--- src/rtl/sic_exec_alu_q.sv ---
// -----------------------------------------------------------------------------
// sic_exec_alu_q : SIC ALU execution sub-unit with an in-order issue queue.
//
// Purpose
//   Buffers up to DEPTH issued packets in a circular in-order queue. Only the
//   head entry is evaluated. It waits for register operands and ECR resolution,
//   arbitrates for the shared ALU through a request/grant lock, then commits
//   (GPR write and/or ECR slot resolution) or aborts on an ECR mispredict.
//
// Configuration
//   SIC_ALU_LOCK_HOLD_EN : when defined, the ALU lock is kept across
//   back-to-back commits. A release is issued only when the queue drains or
//   the next head aborts. When undefined, every commit is followed by a
//   release pulse and every packet re-arbitrates.
//
// Ports
//   clk, rst_n          clock, asynchronous active-low reset
//   pkt_*               issue interface (valid/ready handshake plus payload)
//   rs_*/rt_*           head operand status and data from the register file
//   rd_commit/rd_wdata  GPR write strobe and data
//   head_issue_id/head_valid  head identification for the RF lookup
//   ecr_rd_*            ECR read port (head dependency lookup)
//   ecr_w*              ECR write port (branch resolution)
//   alu_req/alu_req_id/alu_grant/alu_release  shared ALU lock protocol
//   alu_op/alu_a/alu_b/alu_c/alu_zero         shared ALU datapath
// -----------------------------------------------------------------------------
module sic_exec_alu_q #(
    parameter  int DEPTH    = 2,
    parameter  int ID_WIDTH = 8,
    parameter  int NUM_ECR  = 2,
    localparam int ECR_W    = (NUM_ECR > 1) ? $clog2(NUM_ECR) : 1
) (
    input  logic                clk,
    input  logic                rst_n,

    input  logic                pkt_valid,
    output logic                pkt_ready,
    input  logic [ID_WIDTH-1:0] pkt_issue_id,
    input  logic [3:0]          pkt_alu_op,
    input  logic                pkt_read_rs,
    input  logic                pkt_read_rt,
    input  logic                pkt_b_is_imm,
    input  logic [31:0]         pkt_imm,
    input  logic                pkt_write_gpr,
    input  logic                pkt_write_ecr,
    input  logic                pkt_pred_taken,
    input  logic                pkt_dep_ecr_v,
    input  logic [ECR_W-1:0]    pkt_dep_ecr_id,
    input  logic [ECR_W-1:0]    pkt_set_ecr_id,

    input  logic                rs_valid,
    input  logic                rt_valid,
    input  logic [31:0]         rs_data,
    input  logic [31:0]         rt_data,

    output logic                rd_commit,
    output logic [31:0]         rd_wdata,
    output logic [ID_WIDTH-1:0] head_issue_id,
    output logic                head_valid,

    output logic [ECR_W-1:0]    ecr_rd_addr,
    output logic                ecr_rd_en,
    input  logic [1:0]          ecr_rd_data,
    output logic                ecr_wen,
    output logic [ECR_W-1:0]    ecr_waddr,
    output logic [1:0]          ecr_wdata,

    output logic                alu_req,
    output logic [ID_WIDTH-1:0] alu_req_id,
    input  logic                alu_grant,
    output logic                alu_release,
    output logic [3:0]          alu_op,
    output logic [31:0]         alu_a,
    output logic [31:0]         alu_b,
    input  logic [31:0]         alu_c,
    input  logic                alu_zero
);

    localparam int PTR_W = (DEPTH > 1) ? $clog2(DEPTH) : 1;
    localparam int CNT_W = $clog2(DEPTH + 1);

    localparam logic [1:0] ECR_CORRECT    = 2'b01;
    localparam logic [1:0] ECR_MISPREDICT = 2'b10;

    typedef struct packed {
        logic [ID_WIDTH-1:0] id;
        logic [3:0]          op;
        logic                read_rs;
        logic                read_rt;
        logic                b_is_imm;
        logic [31:0]         imm;
        logic                write_gpr;
        logic                write_ecr;
        logic                pred_taken;
        logic                dep_ecr_v;
        logic [ECR_W-1:0]    dep_ecr_id;
        logic [ECR_W-1:0]    set_ecr_id;
    } entry_t;

    entry_t             mem [DEPTH];
    entry_t             pkt_entry;
    entry_t             hd;
    logic [PTR_W-1:0]   rd_ptr;
    logic [PTR_W-1:0]   wr_ptr;
    logic [CNT_W-1:0]   count;
    logic               lock_held;

    logic               push;
    logic               pop;
    logic               rf_ok;
    logic               ecr_ok;
    logic               abort;
    logic               commit;
    logic               next_head;
    logic               release_now;

    // Pointers wrap explicitly so DEPTH need not be a power of two.
    function automatic logic [PTR_W-1:0] ptr_inc(input logic [PTR_W-1:0] p);
        if (p == PTR_W'(DEPTH - 1))
            return '0;
        else
            return p + 1'b1;
    endfunction

    assign pkt_entry = '{
        id:         pkt_issue_id,
        op:         pkt_alu_op,
        read_rs:    pkt_read_rs,
        read_rt:    pkt_read_rt,
        b_is_imm:   pkt_b_is_imm,
        imm:        pkt_imm,
        write_gpr:  pkt_write_gpr,
        write_ecr:  pkt_write_ecr,
        pred_taken: pkt_pred_taken,
        dep_ecr_v:  pkt_dep_ecr_v,
        dep_ecr_id: pkt_dep_ecr_id,
        set_ecr_id: pkt_set_ecr_id
    };

    // Ready is derived from registered occupancy only: a full queue refuses
    // a push even when the head pops in the same cycle.
    assign pkt_ready  = (count < CNT_W'(DEPTH));
    assign push       = pkt_valid && pkt_ready;
    assign head_valid = (count != '0);
    assign hd         = mem[rd_ptr];

    // Head evaluation. Encoding 11 on the ECR read port counts as pending.
    always_comb begin
        rf_ok  = (!hd.read_rs || rs_valid) && (!hd.read_rt || rt_valid);
        ecr_ok = !hd.dep_ecr_v || (ecr_rd_data == ECR_CORRECT);
        abort  = head_valid && hd.dep_ecr_v && (ecr_rd_data == ECR_MISPREDICT);
        commit = head_valid && rf_ok && ecr_ok && alu_grant && !abort;
        pop    = commit || abort;
    end

    // Another entry is head next cycle if one is already queued behind the
    // current head, or one is being pushed behind a lone head.
    assign next_head = (count > CNT_W'(1)) || ((count == CNT_W'(1)) && push);

    always_comb begin
`ifdef SIC_ALU_LOCK_HOLD_EN
        release_now = (commit && !next_head) || (abort && lock_held);
`else
        release_now = commit || (abort && lock_held);
`endif
    end

    // Everything head-related reads as zero while the queue is empty.
    assign alu_req       = head_valid && !abort && !alu_release;
    assign alu_req_id    = head_valid ? hd.id : '0;
    assign head_issue_id = head_valid ? hd.id : '0;
    assign alu_op        = head_valid ? hd.op : '0;
    assign alu_a         = head_valid ? rs_data : '0;
    assign alu_b         = !head_valid ? '0 : (hd.b_is_imm ? hd.imm : rt_data);

    assign ecr_rd_en     = head_valid && hd.dep_ecr_v;
    assign ecr_rd_addr   = head_valid ? hd.dep_ecr_id : '0;

    assign rd_commit     = commit && hd.write_gpr;
    assign rd_wdata      = head_valid ? alu_c : '0;

    assign ecr_wen       = commit && hd.write_ecr;
    assign ecr_waddr     = head_valid ? hd.set_ecr_id : '0;
    assign ecr_wdata     = !head_valid ? 2'b00
                         : ((alu_zero == hd.pred_taken) ? ECR_CORRECT : ECR_MISPREDICT);

    // Control state: pointers, occupancy, lock tracking and the release pulse.
    always_ff @(posedge clk or negedge rst_n) begin
        if (!rst_n) begin
            rd_ptr      <= '0;
            wr_ptr      <= '0;
            count       <= '0;
            lock_held   <= 1'b0;
            alu_release <= 1'b0;
        end else begin
            if (push)
                wr_ptr <= ptr_inc(wr_ptr);
            if (pop)
                rd_ptr <= ptr_inc(rd_ptr);
            case ({push, pop})
                2'b10:   count <= count + 1'b1;
                2'b01:   count <= count - 1'b1;
                default: count <= count;
            endcase
            alu_release <= release_now;
            if (release_now)
                lock_held <= 1'b0;
            else if (alu_req && alu_grant)
                lock_held <= 1'b1;
        end
    end

    // Payload storage carries no reset; occupancy alone decides validity.
    always_ff @(posedge clk) begin
        if (push)
            mem[wr_ptr] <= pkt_entry;
    end

endmodule

--- config.mk ---
export PLATFORM = sky130hd
export DESIGN_NAME = sic_exec_alu_q
export DESIGN_NICKNAME = d
export VERILOG_FILES = /design/src/rtl/sic_exec_alu_q.sv
export SDC_FILE = /design/constraint.sdc
export NUM_CORES = 1
export LEC_CHECK = 0
export ABC_AREA = 1
export CORE_ASPECT_RATIO = 1.5
export CORE_MARGIN = 2
export CORE_UTILIZATION = 30
export DETAILED_ROUTE_END_ITERATION = 10
export PLACE_DENSITY = 0.63
export SETUP_SLACK_MARGIN = 0.4
export SLEW_MARGIN = 30
export SYNTH_ARGS = -nofsm -noshare
export SYNTH_HDL_FRONTEND = slang
export SYNTH_SLANG_ARGS = --single-unit
--- constraint.sdc ---
create_clock -name clk -period 6.45 [get_ports clk]
set_clock_uncertainty 0.1 [all_clocks]
set_input_delay 0.645 -clock clk [delete_from_list [all_inputs] [get_ports clk]]
set_output_delay 0.645 -clock clk [all_outputs]
set_load 0.03 [all_outputs]
# Yosys cells after proc, flatten, opt, wreduce, memory -nomap -nowiden
# Memories as Yosys holds them, arrays and structs flattened.
# Cells that the tools add are included.
[classes] n_addsub=4 order_cmp=1 n_eq_ne=5 n_mux=17 n_reduce_logical=27
[op_table] op="32-bit 2-to-1 mux" count=4
[op_table] op="1-bit logical AND" count=14
[op_table] op="1-bit 2-to-1 mux" count=8
[op_table] op="8-bit 2-to-1 mux" count=1
[op_table] op="2-bit nonzero test" count=3
[op_table] op="1-bit zero test" count=5
[op_table] op="1-bit logical OR" count=5
[op_table] op="2-bit by 1-bit equality test with 1-bit output, second input constant" count=2
[op_table] op="2-bit equality test, second input constant" count=2
[op_table] op="2-bit 2-to-1 mux" count=2
[op_table] op="4-bit 2-to-1 mux" count=1
[op_table] op="2-bit case mux with 2 select lines" count=1
[op_table] op="1-bit adder, second input constant" count=2
[op_table] op="2-bit by 1-bit adder with 2-bit output, second input constant" count=1
[op_table] op="2-bit < comparator, second input constant" count=1
[op_table] op="2-bit by 1-bit subtractor with 2-bit output, second input constant" count=1
[op_table] op="1-bit equality test" count=1
[word_totals] regBits=6 ramBits=106 input_bits=158 out_inout_bits=127 elab_cells=60 memories=1
[memory_table] memory="mem" words=2 width=53 read_ports=1 rd_clocked_by_memory_dff=0 wr=1 line_no="100" text="entry_t mem [DEPTH];"

# Depth between registers and ports, before layout
# Gate-level depths: netlist of the first run.
# An unclocked memory read counts as a cell.
[depth] depth_word=11 mapped_depth=11

# Worst setup path after synthesis of the first run
# OpenSTA, ideal clock, no wires.
[synth_timing] path_type="register to register" startpoint="reg count[1]" endpoint="mem mem[0][0] (netlist bit) (enable)" setup_time_ns=0.464 arrival_ns=3.027 slack_ns=2.859 path_stages_with_launch=4 n_path_buf=0 cell_sequence="dfrtp_1 inv_1 nand2_1 nor2_1"
[synth_between] elab_chain_cells=4
[synth_rtl] item="start: declaration" line_no="105" text="logic [CNT_W-1:0] count;"
[synth_rtl] item="start signal: assignment" line_no="201" text="2'b10: count <= count + 1'b1;"
[synth_rtl] item="start signal: assignment" line_no="202" text="2'b01: count <= count - 1'b1;"
[synth_rtl] item="start signal: assignment" line_no="203" text="default: count <= count;"
[synth_rtl] item="2-bit < comparator" line_no="142" text="assign pkt_ready = (count < CNT_W'(DEPTH));"
[synth_rtl] item="via pkt_ready" line_no="37" text="output logic pkt_ready,"
[synth_rtl] item="1-bit logical AND" line_no="143" text="assign push = pkt_valid && pkt_ready;"
[synth_rtl] item="1-bit 2-to-1 mux" line_no="215" text="if (push)"
[synth_rtl] item="1-bit 2-to-1 mux (not written as such)" line_no="216" text="mem[wr_ptr] <= pkt_entry;"
[synth_rtl] item="end: declaration" line_no="100"
# The timed path passes the listed nets, and every way through them passes these cells.

# Worst setup path after layout of the first run
[layout_timing] startpoint="reg rd_ptr" endpoint="out alu_b[21]"
[layout_between] elab_chain_cells=3
[layout_rtl] item="start: declaration" line_no="103" text="logic [PTR_W-1:0] rd_ptr;"
[layout_rtl] item="start signal: assignment" line_no="199" text="rd_ptr <= ptr_inc(rd_ptr);"
[layout_rtl] item="memory read 2 x 53 bit"
[layout_rtl] item="32-bit 2-to-1 mux (2 in a row)" line_no="174" text="assign alu_b = !head_valid ? '0 : (hd.b_is_imm ? hd.imm : rt_data);"
[layout_rtl] item="end: declaration" line_no="74" text="output logic [31:0] alu_b,"
# No other way between the ends.

==> impl_results.md, run 1 <==
* Outcome: finished, final reports clean
* H-tree depth at 3
* Post-synth EDFFs at 106
* Worst-path clk slew at roughly 0.070 ns
* Largest net degree at the start of global routing at 83
* IO Count at roughly 290
* Syn_area_per_cell at 9.96 sq um
* Pre-CTS WS at around 2.7 ns
* DRT iter0 DRCs at between 150 and 200
* Final WS setup at approximately 2.4 ns
* Share of post-route cells with drive strength above 1 at approximately 3.9%
* Finish-stage setup viols at 0
* Rows at 58
* GRT Overall Usage at between 15 and 20%
* Post-synth top cells: 118 x nand2_1, 106 x edfxtp_1, 77 x inv_1
* Wirelength per Cell at approximately 16 microns
* Element type at the critical path start: register
* Area leader, netlist: edfxtp_1
* Die width at 111 microns
* Worst-path fanout max at 64
* Utilization after layout at roughly half
* Post-synth top flop: edfxtp_1
* Chip Height at ~160 microns
* Max_slew headroom at between 40% and 50%
* P&R area growth vs syn at 63.0%
* Synth top area cells: edfxtp_1 62%, nand2_1 8.6%, inv_1 5.6%, nor2_1 5.2%, a31oi_1 3.9%
* First-pass GRT wire length at about 23 mm
* Antenna-violating nets left at 0
* Post-CTS Setup Bufs at 0
* Sequential area share after synthesis at between 60% and 70%
* Synth Register Bits at ~110
* Core area at around 17000 sq um
* Slew Viols, Final at 0
* Leak Pwr at between 0.003 and 0.004 uW
* FFs w/ async S/R, synth at under 10%
* RSZ-0062 raised after global routing: no
* Total Routed Length at roughly 16 mm
* Post-layout power at between 3000 and 4000 uW
* Initial antenna violation count at 5
* Synthesized area at approximately 5200 sq um
* Pre-antenna DRT Iters at 4
* Unique masters post-synth at 25
* CTS root buffer: clkbuf_16
* CTS tree: built
* Worst endpoint required time at ~5.7 ns
* Critical Path AT at ~3.3 ns
* Synth Instances at just over 500
* CP Class: reg -> out
* Max Cap Violations at 0
* Worst-Skew Late Latency at between 0.3 and 0.4 ns
* CP endpoint kind: output pin
* Final net count at 940
* Filler Cells Inserted at 1515
* Setup TNS Final at 0 ns
* DP Area at a little over 8000 sq um
* GP Congestion at 0.799
* Post-route DRC at 0
* Worst min path class: reg -> reg
* Ys Warns at 0
* Post-route cell area at 8430 sq um
* Synth top area share at around three fifths
* Tmin final at a little over 4 ns
* Clk buf depth at 2
* CTS Buf Count at 9
* Fmax at ~250 MHz
* Grt total ovfl at 0
* DP HPWL at approximately 12 mm
* Vias in the first global route at 4688
* Via density at between 4 and 5
* Peak supply drop at slightly above 0.3 mV
* Hold violation count in the final report at 0
* Die area at between 15000 and 20000 sq um
* Top-count cell post-synth: nand2_1
* Post-CTS resize count at 0
* Worst slew pin tran at roughly 0.77 ns
* Power Dens Cells at approximately 470 nW/um^2
* Clk sinks at about 110
* Port buffer count at between 200 and 300
* Synth Net Count at about 680
* Vias at 4584
* Initial Utilization at a little under a third
* Period utilization at 62.5%
* Cts hold-fix bufs at 0
## path summary, 6_finish.rpt
check,endpoint,slack [ns],depth (start not counted),startpoint
hold reg to reg,alu_release,0.45,2,lock_held
hold / removal,alu_release,0.45,2,lock_held
setup reg to reg,count[1],3.79,11,rd_ptr
setup / recovery,alu_b[21],2.42,7,rd_ptr
max in group asynchronous,rd_ptr,5.54,1,rst_n
min in group asynchronous,count[1],0.46,1,rst_n
## registers in the layout, summed over array words and instances, names as in the netlist
signal       cells
alu_release      1
count            2
lock_held        1
mem            106
rd_ptr           1
wr_ptr           1
## report_power, final
group          leakage [uW]  switching (uW)  internal [uW]
Combinational       0.00211            1500            877
Clock              0.000161             253            348
Sequential          0.00104            39.9            953
## cell families after synthesis
logic type                 synth area share (%)
adders and majority gates                 0.242
DFF                                        64.5
buffers and inverters                      10.3
and+or+nand+nor                            15.2
xor gates and xnor gates                  0.678
AOI/OAI and AO/OA                          9.08
## routing by layer
layer / wire [microns] / track usage, % / vias to the layer above
met2: 8270 / 31.0 / 200
met3: 1420 / 5.91 / 23
met5: 30 / 0 / -
met1: 5500 / 16.2 / 2144
met4: 366 / 5.33 / 4
li1: - / - / 2213
## area by class of cell
type / instances / area, sq um / area share [%]
repair buffers: 288 / 2870 / 34.1
clock buffers: 10 / 229 / 2.72
clock inverters: 6 / 100 / 1.19
multi-input cells: 291 / 1330 / 15.7
diodes: 2 / 5.00 / 0.0594
flip-flops and latches: 112 / 3330 / 39.6
well taps: 210 / 263 / 3.12
inverters: 79 / 299 / 3.55
## layout by cell type, fill, tap and decap left out, drive strengths merged
cell and n:
clkbuf 10, bufinv 2, ha 1, o21ai 34
edfxtp 106, nand2 122, nand3 5, nor2 72
xor2 2, diode 2, a21oi 19, xnor2 2
clkinv 1, buf 4, inv 82, nand3b 1
and2 1, dfrtp 6, a31oi 32, clkdlybuf4s50 284
## per-stage QoR
stage          instances  hold WS (ns)
5_1_grt              997         0.469
2_1_floorplan        519         0.249
6_report             998         0.448
3_3_place_gp         980         0.409
3_5_place_dp         980         0.436
4_1_cts              996         0.453
## critical path, cell delays in order, from the launching register on
cell,delay [ns]
dfrtp_2,0.38
buf_4,0.33
inv_4,0.53
nand2_2,0.12
nand2_4,0.45
o21ai_0,0.17
a31oi_1,0.24
clkdlybuf4s50_1,0.71
Note: power is estimated with default switching activity, not from simulation.
==> run 2: changes to the inputs <==
--- a/config.mk
+++ b/config.mk
@@ -10,7 +10,7 @@
 export CORE_MARGIN = 2
 export CORE_UTILIZATION = 30
 export DETAILED_ROUTE_END_ITERATION = 10
-export PLACE_DENSITY = 0.63
+export PLACE_DENSITY = 0.65
 export SETUP_SLACK_MARGIN = 0.4
 export SLEW_MARGIN = 30
 export SYNTH_ARGS = -nofsm -noshare
==> constraint.sdc (replaced) <==
create_clock -name clk -period 3.4 [get_ports clk]
set_clock_uncertainty 0.1 [all_clocks]
set_input_delay 0.34 -clock clk [delete_from_list [all_inputs] [get_ports clk]]
set_output_delay 0.34 -clock clk [all_outputs]
set_load 0.03 [all_outputs]
==> impl_results.md, run 2 (same netlist as run 1, synthesis figures left out) <==
* RSZ-0062 raised after global routing: yes
* GRT Overall Usage at between 15 and 20%
* Switching share of total power at 45.8%
* Pre-CTS WS at around 0.62 ns
* Max_slew headroom at between 60% and 70%
* Die width at roughly 110 microns
* Worst-path fanout max at 32
* Worst path max stage delay at around 0.70 ns
* Tmin final at 2.85 ns
* Final hold slack at around 0.14 ns
* Worst Reg-to-Reg Cells at 11
* P&R area growth vs syn at 64.6%
* Worst endpoint required time at 2.96 ns
* Cts hold-fix bufs at 0
* Antenna-violating nets left at 0
* Most common cell after layout, fill and taps aside: clkdlybuf4s50_1
* Setup TNS Final at 0 ns
* Final net count at 946
* H-tree depth at 3
* Final WS setup at ~0.55 ns
* CP endpoint kind: output pin
* GP Congestion at about 0.77
* Slew Viols, Final at 0
* Chip Height at about 160 microns
* Worst-path clk slew at 0.07 ns
* Element type at the critical path start: register
* IO Count at 285
* Rows at 58
* Worst r2r dst: count[1]
* Top flop regs: mem (106), count (2)
* Ant. Diodes at 0
* M3 GR Usage at between 5 and 6%
* DP HPWL at 11.8 mm
* DRT iter0 DRCs at between 200 and 300
* First-pass GRT wire length at 23.8 mm
* Core area at between 15000 and 20000 sq um
* Stages on worst setup path at 6
* GRT Max-Usage Layer: met2
* Period utilization at a little over four fifths
* Clock share of power at 13.8%
* Critical Path End: alu_b[16]
* WP buf/inv at 2
* Critical Path AT at 2.41 ns
* R2R Path Start: rd_ptr
* Outcome: finished, final reports clean
* Internal Dissipation at 4100 uW
* CP Class: reg -> out
* CTS Buf Count at 9
* Grt total ovfl at 0
* Fmax at ~350 MHz
* Largest net degree at the start of global routing at 83
* Worst-Skew Late Latency at 0.34 ns
* Power Dens Cells at 887 nW/um^2
* Crit path from: rd_ptr
* Max Cap Violations at 0
* Post-CTS Setup Bufs at 0
* Crit-path cells: inv_4 -> nand2_2 -> nand2_8 -> o21ai_0 -> a31oi_1 -> clkdlybuf4s50_1
* Leak Pwr at about 0.0035 uW
* Largest Register: mem
* Filler Cells Inserted at 1539
* Peak supply drop at around 0.49 mV
* Post-route DRC at 0
* Post-layout power at 7550 uW
* Clk buf depth at 2
* Pre-antenna DRT Iters at 4
* Hold violation count in the final report at 0
* Reg2reg setup slack at about 1.1 ns
* Finish-stage setup viols at 0
* Max stage delay cell, worst path: clkdlybuf4s50_1
* Switch Pwr at ~3500 uW
* CTS tree: built
* Via density at 4.48
* Grt met1 use at between 15 and 20%
* Vias at between 4000 and 5000
* Worst slew pin tran at around 0.56 ns
* Die area at approximately 18000 sq um
* Share of post-route cells with drive strength above 1 at under 10%
* Vias in the first global route at roughly 4400
* Initial antenna violation count at 2
* Worst min path class: in -> async
* Total Routed Length at about 16 mm
* Clk sinks at between 100 and 150
* Initial Utilization at between 30 and 40%
* Met2 Use GR at roughly a third
* Commonest non-fill, non-tap cells in the layout: 272 x clkdlybuf4s50_1, 118 x nand2_1, 106 x edfxtp_1
* Crit path max-delay family: buffers and inverters
* Port buffer count at around 280
* Reg power frac at approximately a quarter
* Wirelength per Cell at roughly 16 microns
* Power share of the combinational group at roughly 61%
* Max FFs per register at roughly 110
* CTS root buffer: clkbuf_16
==> run 2: cell types whose count changed in the layout (fill, tap and decap cells not counted), moves of 2 or more <==
cell,delta
clkinvlp_4,+2
diode_2,-2
inv_8,-2
clkdlybuf4s50_1,-12
buf_4,+2
buf_12,+2
dlymetal6s2s_1,+12
==> run 2: final cells by class <==
class	count	area [sq um]	area share [%]
Sequential cell	112	3330	39.2
Timing Repair Buffer	293	2970	34.9
Multi-Input combinational cell	292	1350	15.8
Inverter	79	299	3.51
Tap cell	210	263	3.09
Clock buffer	10	229	2.69
Clock inverter	6	66.3	0.779
==> run 2: per-layer routing <==
metal | vias to the layer above | part of all wire, %
met5 | - | 0.17
met4 | 4 | 1.7
met3 | 17 | 7.6
met2 | 189 | 55
met1 | 2047 | 36
li1 | 2232 | -
==> run 2: how the worst min path moves through the flow <==
stage	endpoint	slack, ns	depth (start not counted)
floorplan	alu_release	-0.06	0
global placement	alu_release	0.45	2
detailed placement	alu_release	0.45	2
CTS	wr_ptr	0.14	1
global route	wr_ptr	0.16	1
finish	wr_ptr	0.14	1
==> run 2: repair_timing <==
item | CTS | global route
setup endpoints to repair | 36 | 29
cloned | 0 | 1
resized for setup | 2 | 13
pin swaps | 0 | 1
==> run 2: per-stage QoR <==
stage | cell area, sq um | std cells | util (%)
2_1_floorplan | 5170 | 519 | -
6_report | 8510 | 1002 | 50.5
4_1_cts | 8470 | 1001 | 50.3
3_3_place_gp | 8160 | 985 | 48.5
5_1_grt | 8510 | 1002 | 50.5
3_5_place_dp | 8160 | 985 | 48.5
==> run 2: power by group through the flow <==
| stage | registers, uW | logic [uW] | clock network [uW] |
|---|---|---|---|
| floorplan | 1920 | 2820 | 0 |
| global placement | 1910 | 4640 | 0 |
| detailed placement | 1920 | 4650 | 0 |
| CTS | 1890 | 4680 | 1070 |
| global route | 1910 | 4940 | 1130 |
| finish | 1890 | 4620 | 1040 |
==> edit, RTL diff (flow settings as in run 2) <==
Change the parameter `ID_WIDTH` from 8 to 7.
--- a/src/rtl/sic_exec_alu_q.sv
+++ b/src/rtl/sic_exec_alu_q.sv
@@ -26,7 +26,7 @@
 // -----------------------------------------------------------------------------
 module sic_exec_alu_q #(
     parameter  int DEPTH    = 2,
-    parameter  int ID_WIDTH = 8,
+    parameter  int ID_WIDTH = 7,
     parameter  int NUM_ECR  = 2,
     localparam int ECR_W    = (NUM_ECR > 1) ? $clog2(NUM_ECR) : 1
 ) (
Ports: changed (resized alu_req_id, head_issue_id and pkt_issue_id); port bits go from 285 to 282. The function was not compared with the original's and may differ.
==> edit against run 2 <==
  * Synthesized area shrank 1.9%
  * Combinational power down 5.6%
  * Core utilization decreased by 0.53 points
  * Worst setup slack improved by 0.054 ns
  * Sequential cell count down 2
  * Register-to-register slack better by 0.17 ns
  * Total power is 3.6% lower
  * Final area fell by 1.9%
  * Routed wire length is 3.1% lower
  * Synthesized cell count down 1.3%
  * Via count fell by 0.82%
  * Critical path type unchanged
==> edit: results (changes against run 2) <==
Crit Reg-Reg Startpoint: count[0]$_DFFE_PN0P_ (was rd_ptr$_DFFE_PN0P_)
Placed insts: 980 (was 985)
Area post-placement: 8060 sq um (was 8160 sq um)
Largest net degree at the start of global routing: 60 (was 83)
Wire length on met2: 8690 microns (was 8890 microns)
Global-route wire length before repair: 22400 microns (was 23800 microns)
Run status: completed (unchanged)
Final Net Count: 940 (was 946)
Switching share of power: 0.466 (was 0.458)
Met1 WL: 5220 microns (was 5780 microns)
Met2 global-route usage: 0.332 (was 0.323)
Hold WS: 0.148 ns (was 0.143 ns)
Met3 usage: 0.0479 (was 0.0506)
Synth Instances: 512 (was 519)
Gpl congestion: 0.722 (was 0.770)
Net count after synthesis: 670 (was 678)
Worst R2R Setup Slack: 1.27 ns (was 1.10 ns)
Comb_multi_in: 289 (was 292)
Comb. pwr: 0.00436 W (was 0.00462 W)
Max Used Layer: met4 (was met5)
IO buf count: 281 (was 284)
Fraction of registers with async set/reset: 0.0545 (was 0.0536)
Slowest cell delay on critical path: 0.68 ns (was 0.70 ns)
Initial antenna violation count: 1 (was 2)
Sequential-to-total area share from yosys stat: 0.645 (about the same)
DR WL/cell: 15.7 microns (was 16.2 microns)
EDFF count, synth: 104 (was 106)
M1 GR Usage: 0.159 (was 0.176)
DPL Wire Length: 11600 microns (was 11800 microns)
Final non-clock buffer share: 0.345 (was 0.349)
# diodes: 1 (was 0)
Post-layout instance area: 8350 sq um (was 8510 sq um)
Met3 wire length: 1550 microns (was 1230 microns)
Fraction of area in multi-input gates: 0.159 (was 0.158)
Total track usage: 0.167 (was 0.169)
Reg power frac: 0.256 (was 0.250)
Top cells by count, synth: 117 x nand2_1, 104 x edfxtp_1, 77 x inv_1, 71 x nor2_1, 32 x a31oi_1 (was 118 x nand2_1, 106 x edfxtp_1, 77 x inv_1, 72 x nor2_1, 32 x a31oi_1)
Via count: 4452 (was 4489)
Worst slew pin tran: 0.430 ns (was 0.562 ns)
P_leak: 3.39 nW (was 3.48 nW)
Int Pwr: 0.00389 W (was 0.00410 W)
Largest fanout on the critical path: 27 (was 32)
First DRT Iteration DRCs: 186 (was 266)
Fraction of area in registers: 0.392 (about the same)
==> edit: cell types whose count changed after synthesis, sizes merged <==
cell    change
buf         -6
clkbuf      +4
nand2       -2
edfxtp      -2
a21oi       -1
==> edit: final timing paths <==
path | endpoint | cells past startpoint
worst min-delay path | count[1]$_DFFE_PN0P_ | 1
max in group asynchronous | rd_ptr$_DFFE_PN0P_ | 1
worst max-delay path | ecr_wdata[0] | 6
worst min register to register | alu_release$_DFF_PN0_ | 2
worst max register to register | count[1]$_DFFE_PN0P_ | 9
min in group clk | alu_release$_DFF_PN0_ | 2
==> edit: cells by family after synthesis <==
kind of cell               synth area share
buffers and inverters                0.0992
DFF                                   0.645
adders and majority gates           0.00247
and+or+nand+nor                       0.155
xor gates and xnor gates            0.00691
AOI/OAI and AO/OA                    0.0915
==> edit: repair_timing <==
item / CTS / global route
pin swaps: 1 / 0
cloned: 1 / 0
setup endpoints to repair: 29 / 25
setup buffers: 0 / 0
resized for setup: 30 / 3
